## config.mk

```make
export PLATFORM = sky130hd
export DESIGN_NAME = or1200_alarm_ctrl
export DESIGN_NICKNAME = d
export VERILOG_FILES = /design/src/rtl/or1200_alarm_ctrl.sv
export SDC_FILE = /design/constraint.sdc
export NUM_CORES = 1
export LEC_CHECK = 0
export ABC_AREA = 0
export CAP_MARGIN = 25
export CELL_PAD_IN_SITES_DETAIL_PLACEMENT = 0
export CELL_PAD_IN_SITES_GLOBAL_PLACEMENT = 1
export CORE_ASPECT_RATIO = 0.75
export CORE_MARGIN = 4
export CORE_UTILIZATION = 39
export CTS_CLUSTER_SIZE = 24
export DETAILED_ROUTE_END_ITERATION = 7
export PLACE_DENSITY_LB_ADDON = 0.1
export SLEW_MARGIN = 25
export SYNTH_ARGS = -nofsm -noshare
export SYNTH_HDL_FRONTEND = slang
export SYNTH_SLANG_ARGS = --single-unit
```

## constraint.sdc

```tcl
create_clock -name clk -period 1.9 [get_ports clk]
set_input_delay 0.285 -clock clk [delete_from_list [all_inputs] [get_ports clk]]
set_output_delay 0.285 -clock clk [all_outputs]
set_load 0.02 [all_outputs]
```

## src/rtl/or1200_alarm_ctrl.sv

```systemverilog
// Alarm sequencer for the privilege-checker results: arming window, glitch filter,
// sticky alarm with acknowledge/cooldown, and escalation to terminal lockdown.
module or1200_alarm_ctrl #(
    parameter int ARM_DLY  = 16,
    parameter int FILT_CYC = 2,
    parameter int ESC_CNT  = 4,
    parameter int COOL_CYC = 8
) (
    input  logic       clk,
    input  logic       rst,
    input  logic       chk_en,
    input  logic       sr_ok,
    input  logic       pipeline_ok,
    input  logic       mmus_ok,
    input  logic       immu_fault_ok,
    input  logic       dmmu_fault_ok,
    input  logic       supv_consistent,
    input  logic       alarm_ack,
    output logic       alarm,
    output logic       alarm_irq,
    output logic       cpu_halt,
    output logic       lockdown,
    output logic [5:0] alarm_cause,
    output logic [3:0] esc_count,
    output logic [2:0] dbg_state
);

    typedef enum logic [2:0] {
        ARM   = 3'd0,
        MON   = 3'd1,
        FILT  = 3'd2,
        ALARM = 3'd3,
        COOL  = 3'd4,
        LOCK  = 3'd5
    } state_t;

    localparam logic [7:0] ARM_LAST  = 8'(ARM_DLY - 1);
    localparam logic [7:0] COOL_LAST = 8'(COOL_CYC - 1);
    localparam logic [3:0] FILT_N    = 4'(FILT_CYC);
    localparam logic [3:0] ESC_N     = 4'(ESC_CNT);

    state_t     state_q, state_d;
    logic [7:0] timer_q, timer_d;
    logic [3:0] filt_q, filt_d;
    logic [5:0] cause_q, cause_d;
    logic [3:0] esc_q, esc_d;
    logic       alarm_q, irq_q, halt_q, lock_q;
    logic [5:0] f;

    assign f = ~{sr_ok, pipeline_ok, mmus_ok, immu_fault_ok, dmmu_fault_ok, supv_consistent};

    always_comb begin
        state_d = state_q;
        timer_d = timer_q;
        filt_d  = filt_q;
        cause_d = cause_q;
        esc_d   = esc_q;
        case (state_q)
            ARM: begin
                timer_d = timer_q + 8'd1;
                if (timer_q == ARM_LAST) begin
                    state_d = MON;
                    timer_d = 8'd0;
                end
            end
            MON: begin
                if (chk_en && (f != 6'd0)) begin
                    filt_d  = 4'd1;
                    cause_d = f;
                    state_d = (FILT_N == 4'd1) ? ALARM : FILT;
                end
            end
            FILT: begin
                // Any clean or disabled cycle breaks the run, whatever bits faulted.
                if (chk_en && (f != 6'd0)) begin
                    filt_d  = filt_q + 4'd1;
                    cause_d = cause_q | f;
                    if (filt_q + 4'd1 == FILT_N) state_d = ALARM;
                end else begin
                    state_d = MON;
                    filt_d  = 4'd0;
                    cause_d = 6'd0;
                end
            end
            ALARM: begin
                // Acknowledge takes priority over a fault arriving in the same cycle.
                if (alarm_ack) begin
                    esc_d = esc_q + 4'd1;
                    if (esc_q + 4'd1 == ESC_N) begin
                        state_d = LOCK;
                    end else begin
                        state_d = COOL;
                        timer_d = 8'd0;
                        cause_d = 6'd0;
                        filt_d  = 4'd0;
                    end
                end else begin
                    cause_d = cause_q | f;
                end
            end
            COOL: begin
                timer_d = timer_q + 8'd1;
                if (timer_q == COOL_LAST) begin
                    state_d = MON;
                    timer_d = 8'd0;
                end
            end
            LOCK: ;
            default: state_d = ARM;
        endcase
    end

    always_ff @(posedge clk) begin
        if (rst) begin
            state_q <= ARM;
            timer_q <= 8'd0;
            filt_q  <= 4'd0;
            cause_q <= 6'd0;
            esc_q   <= 4'd0;
            alarm_q <= 1'b0;
            irq_q   <= 1'b0;
            halt_q  <= 1'b0;
            lock_q  <= 1'b0;
        end else begin
            state_q <= state_d;
            timer_q <= timer_d;
            filt_q  <= filt_d;
            cause_q <= cause_d;
            esc_q   <= esc_d;
            alarm_q <= (state_d == ALARM) || (state_d == LOCK);
            irq_q   <= (state_d == ALARM);
            halt_q  <= (state_d == ALARM) || (state_d == LOCK);
            lock_q  <= (state_d == LOCK);
        end
    end

    assign alarm       = alarm_q;
    assign alarm_irq   = irq_q;
    assign cpu_halt    = halt_q;
    assign lockdown    = lock_q;
    assign alarm_cause = cause_q;
    assign esc_count   = esc_q;
    assign dbg_state   = state_q;

endmodule

```

==> run summary <==
Outcome: finished, final reports clean
Area of the core: 3780 um2
Clock sink count: 28
Initial antenna violation count: 0
Fill cells: 341
Die ar.: 5140 um2
Clock Pin Slew Worst Setup and Hold Paths: 0.09 ns
Ports: 27
Worst Path Required: 2.08 ns
First-pass GRT wire length: 6.91 mm
Dpl hpwl: 3.11 mm
Via count: 1584
Clk_skew: 0.00166 ns
Post-synth EDFFs: 0
Worst Setup Start Kind: primary input
Yosys reg bits: 28
FFs w/ async S/R, synth: 0
Power, Total: 997 uW
Antenna-violating nets left: 0
RePlAce Congestion: 0.829
RSZ-0062 raised after global routing: false
Die X: 81.5 um
1st-pass router iterations: 4
CTS tree: yes
VDD IR-drop max: 0.000311 V
DP Cell Count: 280
Syn-to-layout area delta: 34.4%
Final #Nets: 249
H-tree depth: 1
Yosys cell types: 47
Avg Cell Area, Syn: 8.54 um2
Final setup fails: 0
Endpoints failing hold: 0
Prevailing post-synth register cell: dfxtp_1
Pin count of the biggest net entering global routing: 23
Crit Path Max Fanout: 4
Final Non-Filler Cells: 284
Fraction of layout cells with a size suffix above 1: 0.185
Initial Util: 0.418
CTS Buf Count: 3
Residual DRC count: 0
Gr usage total: 0.166
Vias per cell: 5.58
Fin crit period: 1.86 ns
Post-layout util: 0.561
FP Rows: 19
Pwr per Cell Area: 470 nW/um2
Drt wl/cell: 14.1 um
WP data arrival: 2.04 ns
Placed inst area: 2050 um2
Clock tree buffer depth: 2
Syn Std Cell Area: 1580 um2
Register area share after synthesis: 0.355
Synth Warn #: 0
Port buffer count: 26
Clock root cell: clkbuf_8
Max-Cap Viols: 0
Vias in the first global route: 1501
Max_slew headroom: 0.705
CP Capture Type: flip-flop
Max Fclk: 537 MHz
Diode count: 0
Height of the die: 63.1 um
Routed WL: 4.02 mm
Period utilization: 0.979
Hold Crit Class: flip-flop to flip-flop
Setup CP Type: primary input to flip-flop
Skew-Pair Late Insertion Delay: 0.27 ns
DR iter-0 viols: 80
Post-route cell area: 2120 um2
P_leak: 0.790 nW
Fin. max-slew vios: 0
Syn nets: 200
GRT overflow: 0
Post-Synthesis Cells: 185
Actual slew at the worst max-slew pin: 0.438 ns
[critical path, cell delays in order]
cell	delay, ns
clkdlybuf4s50_1	0.49
nand4_1	0.14
buf_4	0.16
o21ai_0	0.36
nor2_1	0.07
o211a_2	0.29
a221oi_2	0.24
[cell usage after synthesis, types with 3 or more instances]
master / number / area share
dfxtp_1: 28 / 0.35
nor2_1: 16 / 0.038
inv_1: 14 / 0.033
nand2_1: 14 / 0.033
o32ai_1: 10 / 0.055
a21oi_1: 9 / 0.029
o21ai_0: 9 / 0.029
nand3_1: 7 / 0.022
nor2b_1: 6 / 0.024
ha_1: 5 / 0.040
nand2b_1: 5 / 0.020
xor2_1: 5 / 0.028
a22oi_1: 4 / 0.019
or3_1: 4 / 0.016
a211oi_1: 3 / 0.014
clkbuf_1: 3 / 0.0071
nand4_1: 3 / 0.012
o211ai_1: 3 / 0.014
[state kept, by name (all words and copies together) (netlist names)]
register / count
dbg_state: 3
esc_count: 4
timer_q: 8
cpu_halt: 1
filt_q: 4
alarm_irq: 1
alarm_cause: 6
lockdown: 1
[final timing paths]
check | end | cells past startpoint | slack [ns] | startpoint
hold / removal | alarm_cause[5]$_SDFFE_PP0P_ | 2 | 0.49 | alarm_cause[5]$_SDFFE_PP0P_
hold reg to reg | alarm_cause[5]$_SDFFE_PP0P_ | 2 | 0.49 | alarm_cause[5]$_SDFFE_PP0P_
setup / recovery | dbg_state[0]$_SDFF_PP0_ | 7 | 0.04 | pipeline_ok
setup reg to reg | dbg_state[0]$_SDFF_PP0_ | 6 | 0.13 | filt_q[0]$_SDFFE_PP0P_
[cell families (layout without fill, tap and decap cells)]
family / Yosys count / count (layout) / synth area share
AOI/OAI and AO/OA: 58 / 58 / 0.292
adders and majority gates: 5 / 5 / 0.0396
muxes: 1 / 1 / 0.00951
DFF: 28 / 28 / 0.355
buffers and inverters: 24 / 71 / 0.0634
and+or+nand+nor: 64 / 64 / 0.213
xor gates and xnor gates: 5 / 5 / 0.0277
[placed cells by master (no fill, tap or decap), types with 2 or more instances in the layout]
| cell type | count |
|---|---|
| ha_1 | 5 |
| nor2b_1 | 6 |
| buf_4 | 25 |
| clkdlybuf4s50_1 | 26 |
| nand2_1 | 14 |
| inv_2 | 2 |
| nand4_1 | 3 |
| a21oi_1 | 8 |
| dfxtp_1 | 27 |
| nor2_1 | 16 |
| o21ai_2 | 2 |
| o211ai_1 | 3 |
| o32ai_1 | 10 |
| clkbuf_8 | 3 |
| o211a_1 | 2 |
| nor4_1 | 2 |
| inv_1 | 14 |
| a2111o_1 | 2 |
| o41ai_1 | 2 |
| xor2_1 | 5 |
| or3_1 | 4 |
| nand4b_1 | 2 |
| nand2b_1 | 5 |
| a22oi_1 | 4 |
| nand3_1 | 7 |
| o21ai_0 | 9 |
| a211oi_1 | 3 |
[layout make-up]
class                      count  area (um2)  share of cell area
inverter                      17        63.8              0.0301
timing repair buffer          51         448               0.211
tap                           52        65.1              0.0307
multi-input combinational    133         942               0.444
sequential                    28         562               0.265
clock buffer                   3        41.3              0.0195
[routing by layer]
layer	up-vias	GRT usage	part of all wire
met3	7	0.0499	0.072
li1	786	-	-
met5	-	0	0
met4	0	0.0190	0.0085
met2	52	0.242	0.42
met1	739	0.244	0.50
[per-stage QoR]
step | TNS, ns | hold WS, ns | setup WS (ns)
3_5_place_dp | -2.12 | 0.475 | -0.252
5_1_grt | 0 | 0.518 | 0.00741
6_report | 0 | 0.485 | 0.0390
3_3_place_gp | -1.53 | 0.462 | -0.184
2_1_floorplan | 0 | 0.384 | 0.165
4_1_cts | 0 | 0.489 | 0.0418
[power by group]
group | internal [mW] | switching, mW | leakage [nW]
combinational | 0.0384 | 0.0354 | 0.542
clock | 0.143 | 0.184 | 0.0216
sequential | 0.592 | 0.00478 | 0.227
total | 0.773 | 0.224 | 0.790
[what timing repair did]
item                                    4_1_cts  5_1_grt
hold buffers                                  0        0
gates resized for setup                       0        5
endpoints found under the setup margin        0       11
buffers inserted                              0        1
(Power assumes the default switching activity.)
